[src/rtl/mem_arb_pkg.sv]
// mem_arb_pkg
//   Shared types and default sizes for the DataMemory port arbiter.
//   - arb_state_e : arbiter FSM state (ARB = normal arbitration,
//                   LOCKED = loader holds exclusive ownership)
//   - owner_e     : which port owns a memory access / read return
//   - *_DEF       : default parameter values for the arbiter
package mem_arb_pkg;

  localparam int ADDR_W_DEF        = 32;
  localparam int DATA_W_DEF        = 32;
  localparam int LDR_BURST_MAX_DEF = 4;
  localparam int STREAK_W          = 4;   // enough for a burst limit of up to 15

  typedef enum logic {
    ARB    = 1'b0,
    LOCKED = 1'b1
  } arb_state_e;

  typedef enum logic [1:0] {
    OWN_NONE = 2'd0,
    OWN_CPU  = 2'd1,
    OWN_LDR  = 2'd2
  } owner_e;

endpackage

[src/rtl/rd_return_tag.sv]
// rd_return_tag
//   Tags each read return with the port that issued the read one cycle
//   earlier. Generates the per-port rvalid and rdata.
//   Ports:
//     clk, rst_n        clock, asynchronous active-low reset
//     rd_owner          owner of the read granted this cycle (OWN_NONE if
//                       none, or if the granted access is a write)
//     mem_dout          DataMemory read data (valid the cycle after address)
//     cpu_rvalid/rdata  CPU read return
//     ldr_rvalid/rdata  loader read return
module rd_return_tag
  import mem_arb_pkg::*;
#(
  parameter int DATA_W = DATA_W_DEF
) (
  input  logic              clk,
  input  logic              rst_n,
  input  owner_e            rd_owner,
  input  logic [DATA_W-1:0] mem_dout,
  output logic              cpu_rvalid,
  output logic [DATA_W-1:0] cpu_rdata,
  output logic              ldr_rvalid,
  output logic [DATA_W-1:0] ldr_rdata
);

  owner_e            owner_q, owner_d;
  logic [DATA_W-1:0] cpu_hold_q, cpu_hold_d;
  logic [DATA_W-1:0] ldr_hold_q, ldr_hold_d;

  // rvalid is a decode of the owner register only, so it is glitch-free and
  // can never be high for both ports at once.
  assign cpu_rvalid = (owner_q == OWN_CPU);
  assign ldr_rvalid = (owner_q == OWN_LDR);

  // DataMemory presents the word during the return cycle, so the returning
  // port sees it directly then; the hold register keeps it afterwards until
  // the next return to the same port.
  assign cpu_rdata = cpu_rvalid ? mem_dout : cpu_hold_q;
  assign ldr_rdata = ldr_rvalid ? mem_dout : ldr_hold_q;

  always_comb begin
    owner_d    = rd_owner;
    cpu_hold_d = cpu_hold_q;
    ldr_hold_d = ldr_hold_q;
    if (cpu_rvalid) cpu_hold_d = mem_dout;
    if (ldr_rvalid) ldr_hold_d = mem_dout;
  end

  always_ff @(posedge clk or negedge rst_n) begin
    if (!rst_n) begin
      owner_q    <= OWN_NONE;
      cpu_hold_q <= '0;
      ldr_hold_q <= '0;
    end else begin
      owner_q    <= owner_d;
      cpu_hold_q <= cpu_hold_d;
      ldr_hold_q <= ldr_hold_d;
    end
  end

endmodule

[src/rtl/mem_port_arbiter.sv]
// mem_port_arbiter
//   Shares the single-port DataMemory between the multicycle CPU and a
//   program-loader/debug port. One winner per cycle (combinational grant),
//   read data returns one cycle later tagged to its owner.
//   Ports:
//     clk, rst_n                     clock, asynchronous active-low reset
//     cpu_req/we/addr/wdata          CPU request (held until granted)
//     cpu_gnt, cpu_rvalid, cpu_rdata CPU grant and read return
//     cpu_stall                      CPU must hold state / suppress writes
//     ldr_req/we/addr/wdata          loader request
//     ldr_gnt, ldr_rvalid, ldr_rdata loader grant and read return
//     ldr_lock, ldr_lock_ack         loader exclusive-ownership handshake
//     mem_addr/we/din, mem_dout      DataMemory port
module mem_port_arbiter
  import mem_arb_pkg::*;
#(
  parameter int ADDR_W        = ADDR_W_DEF,
  parameter int DATA_W        = DATA_W_DEF,
  parameter int LDR_BURST_MAX = LDR_BURST_MAX_DEF
) (
  input  logic              clk,
  input  logic              rst_n,
  input  logic              cpu_req,
  input  logic              cpu_we,
  input  logic [ADDR_W-1:0] cpu_addr,
  input  logic [DATA_W-1:0] cpu_wdata,
  output logic              cpu_gnt,
  output logic              cpu_rvalid,
  output logic [DATA_W-1:0] cpu_rdata,
  output logic              cpu_stall,
  input  logic              ldr_req,
  input  logic              ldr_we,
  input  logic [ADDR_W-1:0] ldr_addr,
  input  logic [DATA_W-1:0] ldr_wdata,
  output logic              ldr_gnt,
  output logic              ldr_rvalid,
  output logic [DATA_W-1:0] ldr_rdata,
  input  logic              ldr_lock,
  output logic              ldr_lock_ack,
  output logic [ADDR_W-1:0] mem_addr,
  output logic              mem_we,
  output logic [DATA_W-1:0] mem_din,
  input  logic [DATA_W-1:0] mem_dout
);

  localparam logic [STREAK_W-1:0] BURST_MAX = STREAK_W'(LDR_BURST_MAX);

  arb_state_e          state_q, state_d;
  logic [STREAK_W-1:0] streak_q, streak_d;
  logic                cpu_win, ldr_win;
  owner_e              rd_owner;

  // Next state simply follows the lock request in both directions.
  always_comb begin
    state_d = state_q;
    case (state_q)
      ARB:     if (ldr_lock)  state_d = LOCKED;
      LOCKED:  if (!ldr_lock) state_d = ARB;
      default: state_d = ARB;
    endcase
  end

  // Grant: the loader has priority, but after BURST_MAX consecutive wins
  // over a waiting CPU the CPU gets one slot.
  always_comb begin
    cpu_win = 1'b0;
    ldr_win = 1'b0;
    if (state_q == LOCKED) begin
      ldr_win = ldr_req;
    end else if (cpu_req && ldr_req) begin
      if (streak_q == BURST_MAX) cpu_win = 1'b1;
      else                       ldr_win = 1'b1;
    end else begin
      cpu_win = cpu_req;
      ldr_win = ldr_req;
    end
  end

  // streak counts loader wins that made the CPU wait.
  always_comb begin
    streak_d = streak_q;
    if (state_q == LOCKED || cpu_win || !cpu_req) begin
      streak_d = '0;
    end else if (ldr_win && streak_q != BURST_MAX) begin
      streak_d = streak_q + STREAK_W'(1);
    end
  end

  always_ff @(posedge clk or negedge rst_n) begin
    if (!rst_n) begin
      state_q  <= ARB;
      streak_q <= '0;
    end else begin
      state_q  <= state_d;
      streak_q <= streak_d;
    end
  end

  assign cpu_gnt      = cpu_win;
  assign ldr_gnt      = ldr_win;
  assign ldr_lock_ack = (state_q == LOCKED);

  // With no winner the CPU values stay on the bus; only mem_we is gated.
  assign mem_addr = ldr_win ? ldr_addr  : cpu_addr;
  assign mem_din  = ldr_win ? ldr_wdata : cpu_wdata;
  assign mem_we   = (cpu_win && cpu_we) || (ldr_win && ldr_we);

  // Only reads are tagged; writes finish at the grant edge.
  always_comb begin
    rd_owner = OWN_NONE;
    if (cpu_win && !cpu_we)      rd_owner = OWN_CPU;
    else if (ldr_win && !ldr_we) rd_owner = OWN_LDR;
  end

  // A CPU read granted this cycle has not delivered its data yet, so the
  // CPU also waits in its grant cycle and consumes the data the cycle after.
  assign cpu_stall = (cpu_req && !cpu_win) || (state_q == LOCKED) ||
                     (cpu_win && !cpu_we);

  rd_return_tag #(
    .DATA_W(DATA_W)
  ) u_rd_return_tag (
    .clk       (clk),
    .rst_n     (rst_n),
    .rd_owner  (rd_owner),
    .mem_dout  (mem_dout),
    .cpu_rvalid(cpu_rvalid),
    .cpu_rdata (cpu_rdata),
    .ldr_rvalid(ldr_rvalid),
    .ldr_rdata (ldr_rdata)
  );

endmodule

[config.mk]
export PLATFORM = sky130hd
export DESIGN_NAME = mem_port_arbiter
export DESIGN_NICKNAME = d
export VERILOG_FILES = /design/src/rtl/mem_arb_pkg.sv /design/src/rtl/rd_return_tag.sv /design/src/rtl/mem_port_arbiter.sv
export SDC_FILE = /design/constraint.sdc
export NUM_CORES = 1
export LEC_CHECK = 0
export CORE_AREA = 2 2 116 118
export DETAILED_ROUTE_END_ITERATION = 16
export DIE_AREA = 0 0 118 120
export GPL_ROUTABILITY_DRIVEN = 0
export HOLD_SLACK_MARGIN = 0.15
export PLACE_DENSITY = 0.73
export SLEW_MARGIN = 5
export SYNTH_ARGS = -nofsm -noshare
export SYNTH_HDL_FRONTEND = slang
export SYNTH_HIERARCHICAL = 1
export SYNTH_SLANG_ARGS = --single-unit
[constraint.sdc]
create_clock -name clk -period 5.3 [get_ports clk]
set_input_delay 1.325 -clock clk [delete_from_list [all_inputs] [get_ports clk]]
set_output_delay 1.325 -clock clk [all_outputs]
set_load 0.01 [all_outputs]
* Word level (Yosys, flattened, before mapping)
Cells that the tools add are included.
** Word-level totals
- Memories :: 0
- Flip-flop bits (word level) :: 71
- Bits in latches :: 0
- Bits in writable memories :: 0
- Bits in read-only memories :: 0
** Operators by class
- Equality and inequality tests :: 4
- Div/mod/pow operators :: 0
- Multiplexer cells :: 15
- $lt $le $gt $ge :: 0
- Bitwise gates (word level) :: 0
- Add/subtract/negate cells :: 1
- Multipliers :: 0
- Shifts and indexed selects :: 0
- Reductions and logical operators :: 17
** Operators by type and width (count)
- $mux W32 :: 4
- $mux W4 :: 2
- $logic_and A1 B1 Y1 :: 7
- $mux W1 :: 7
- $logic_or A1 B1 Y1 :: 5
- $add A4 B1 Y4 const B :: 1
- $eq A4 B3 Y1 const B :: 1
- $logic_not A1 Y1 :: 4
- $mux W2 :: 2
- $ne A4 B3 Y1 const B :: 1
- $eq A2 B1 Y1 const B :: 1
- $eq A2 B2 Y1 const B :: 1
- $reduce_bool A2 Y1 :: 1

* Logic depth before layout (Yosys ltp)
- Depth in word-level cells :: 8
- Gate-level depth with buffers :: 7
- Mapped depth without buffers :: 5

* Modules after synthesis
Netlist, hierarchy kept.
** Modules (own cells, without submodules)
- rd_return_tag :: area each 2692.6 um^2, cells an instance 141, seq. area each 1651.6 um^2, instances 1
- mem_port_arbiter :: area each 1146.1 um^2, cells an instance 98, seq. area each 125.1 um^2, instances 1

* Worst setup path after synthesis
OpenSTA, ideal clock, no wires.
- Kind :: input to output
- Start :: input cpu_req
- End :: output mem_addr[27]
- Arrival :: 2200 ps
- Setup slack :: 1775 ps
- Stages on the path :: 5
- Data required time :: 3975 ps
- Path through :: nand2b_1 o21a_1 buf_6 buf_6 mux2_4
** Between the ends
- Cells in the longest elaborated chain, start to end :: 4
** RTL lines
- start, declared :: line mem_port_arbiter.sv:23 : input logic cpu_req,
- $logic_and A1 B1 Y1 :: line mem_port_arbiter.sv:70 : end else if (cpu_req && ldr_req) begin
- $mux W1 :: line mem_port_arbiter.sv:70
- $mux W1 :: line mem_port_arbiter.sv:68 : if (state_q == LOCKED) begin
- $mux W32 :: line mem_port_arbiter.sv:104 : assign mem_addr = ldr_win ? ldr_addr : cpu_addr;
- end, declared :: line mem_port_arbiter.sv:40 : output logic [ADDR_W-1:0] mem_addr,
No other way between the ends.

* Worst setup path after layout
- Start :: input cpu_req
- End :: output mem_addr[15]
Same word-level chain as after synthesis.

==> flow_metrics.py <==
metrics = {
    "layout": {
        "design_area_um2": 7302,
        "final.fill_count": 1085,
        "antennaDiodeCount": 0,
        "final_nets": 709,
        "seqCellArea_um2": 1777,
        "drive_above_1_share_pct": 27.89,
        "area_growth_syn_to_layout_pct": 90.22,
        "finalNonFillerCells": 721,
        "multi_input_area_um2": 1918,
    },
    "global_routing": {
        "grt_overflow": 0,
        "grt_max_degree": 72,
        "grt_pass1_vias": 3452,
        "grt_pass1_wl_um": 19230,
        "antenna_found_initial": 0,
        "grt_usage_pct": 17.79,
    },
    "yosys": {
        "ys_top_cells_by_area": "dfrtp_1, mux2_4, mux2_2",
        "synthFlopType": "dfrtp_1",
        "async_reset_ff_share_pct": 100.0,
        "synth_edf_count": 0,
        "synthAdderAreaFrac_pct": 0.6519,
        "synth_xor_xnor_area_share_pct": 0.4563,
        "syn_avg_cell_area_um2": 16.06,
        "synth-compound-area-share_pct": 0.6845,
        "synth_area_um2": 3839,
        "synth_top_family_by_area": "multiplexers",
        "synth_top_cells_by_count": "mux2_4, dfrtp_1, mux2_2",
        "ys_seq_elements": 71,
        "yosys.area_share.simple_pct": 1.858,
        "synth_area_leader_cell": "dfrtp_1",
        "synth-seq-area-share_pct": 46.28,
        "yosysMostFrequentCell": "mux2_4",
        "syn_nets": 408,
        "muxShareOfSynthArea_pct": 45.86,
        "synth_top_area_share_pct": 46.28,
        "syn_inst": 239,
        "yosysWarningCount": 6,
        "synth_cell_type_count": 19,
    },
    "pwr": {
        "power_mw": 2.043,
        "ir_worst_vdd_mv": 0.1606,
        "power_density_nw_per_um2": 279.7,
        "p_leak_nw": 3.115,
    },
    "timing": {
        "worst_pin_slew_ns": 0.8749,
        "maxSlewHeadroom_pct": 41.55,
        "slew_violations": 0,
        "setup_viol": 0,
        "grt_setup_unrepaired": "false",
        "layout_min_cycle_time_ns": 4.612,
        "hold_viol_final": 0,
        "fin_crit_sh_pct": 87.02,
        "fin_skew_ns": 0.007266,
        "timing.setup.tns_ns": 0,
        "fmax_mhz": 216.8,
    },
    "cts": {
        "tritoncts": "yes",
        "htreeDepth": 3,
        "clk_latency_ns": 0.33,
        "ctsResizeCount": 0,
        "cts_buffers": 9,
        "root_buffer": "clkbuf_16",
        "clock_path_buffers": 2,
        "post_cts.repair.setup_buffers": 0,
        "cts_hold_buf": 0,
        "clk_pin_slew_ns": 0.06,
        "clkSinkCount": 71,
    },
    "setup_path": {
        "required_ns": 3.97,
        "crit_start": "cpu_req",
        "endpoint_kind": "output pin",
        "crit_type": "in2out",
        "arrival_ns": 3.29,
        "crit_fanout": 32,
        "start_kind": "input port",
        "r2r_start": "u_rd_return_tag/owner_q[1]$_DFF_PN0_",
    },
    "detailed_routing": {
        "drc": 0,
        "dr.pass1.iters": 4,
        "ant_nets": 0,
        "avgRoutedWirePerCell_um": 17.93,
        "vias": 3143,
        "via_per_inst": 4.359,
        "drt_iter0_drc": 107,
        "wl_um": 12930,
    },
    "floorplanning": {
        "die_w_um": 118,
        "core_um2": 12980,
        "rows": 42,
        "initial_core_util_pct": 29.57,
        "ios": 302,
        "die_area_um2": 14160,
        "dieHeight_um": 120,
    },
    "outcome": {
        "status": "finished clean",
    },
    "min_path": {
        "hp-class": "reg2reg",
        "min_from": "streak_q[0]$_DFFE_PN0P_",
    },
    "place": {
        "io_buffers": 301,
        "hpwl_um": 10520,
        "postPlaceCellArea_um2": 6995,
        "dp_cells": 705,
    },
    "run": {
        "drv_cap": 0,
    },
}
==> layout by cell type (no fill, tap or decap) <==
cell type and count:
nand4b_1 1, nand2b_2 1, nor2b_1 2, inv_1 4
ha_1 2, clkinvlp_4 2, a21oi_1 2, clkdlybuf4s50_1 300
nor2b_4 1, clkinv_4 1, buf_4 3, clkbuf_16 9
bufinv_16 1, inv_6 1, buf_12 2, clkinv_2 1
mux2_4 85, nand3b_1 1, nor2_1 5, nand2b_1 1
clkbuf_8 1, o21a_4 1, dfrtp_1 71, xor2_1 1
mux2_2 43, a22o_1 1, nand3_1 1, xnor2_1 1
==> layer usage <==
metal	up-vias	track usage [%]	wire length (µm)
li1	1447	-	-
met1	1524	20.15	5032
met2	157	31.47	6689
met3	15	6.131	999
met4	0	5.648	207
met5	-	0	0
==> flip-flops by register name, summed over array words and instances (netlist names) <==
signal / count
u_rd_return_tag/ldr_hold_q: 32
u_rd_return_tag/cpu_hold_q: 32
ldr_lock_ack: 1
streak_q: 4
u_rd_return_tag/owner_q: 2
==> final cells by class <==
class	instances	area share, %
timing repair buffer	305	41.98
clock buffer	10	3.273
clock inverter	6	0.9253
inverter	4	0.2056
tap	176	3.016
sequential	71	24.33
multi-input combinational	149	26.27
==> metrics by stage <==
stage               util [%]  hold slack, ns  worst slack, ns
global route           56.26          0.5030           0.6219
finish                 56.26          0.4843           0.6880
floorplan                  -          0.4536            1.775
global placement       53.89          0.4708           0.7298
detailed placement     53.89          0.4773           0.6864
CTS                    56.26          0.4908           0.6853
==> kinds of logic (layout without fill, tap and decap cells) <==
family                   Yosys count  count (layout)
XOR/XNOR                           2               2
flip-flops                        71              71
adder cells (fa/ha/maj)            2               2
AO/OA/AOI/OAI                      4               4
multiplexers                     128             128
AND/OR/NAND/NOR                   13              13
buffers and inverters             19             325
==> final timing paths <==
path	endpoint	slack (ns)	cells past startpoint
max	mem_addr[15]	0.69	6
max in group asynchronous	u_rd_return_tag/owner_q[0]$_DFF_PN0_	3.62	1
min	streak_q[0]$_DFFE_PN0P_	0.48	1
min reg2reg	streak_q[0]$_DFFE_PN0P_	0.48	1
min in group asynchronous	u_rd_return_tag/cpu_hold_q[17]$_DFF_PN0_	1.12	1
max reg2reg	u_rd_return_tag/cpu_hold_q[5]$_DFF_PN0_	3.29	3
==> critical path, cell delays in order <==
cell and delay [ns]:
clkdlybuf4s50_1 0.48, nand2b_1 0.14, o21a_4 0.21, buf_12 0.26, mux2_2 0.37, clkdlybuf4s50_1 0.49
==> where the power goes <==
part	internal, mW	switching (mW)
Clock	0.378	0.224
Sequential	0.640	0.0281
Combinational	0.511	0.261
Total	1.53	0.513
No activity file was read; power rests on OpenSTA's default activity.
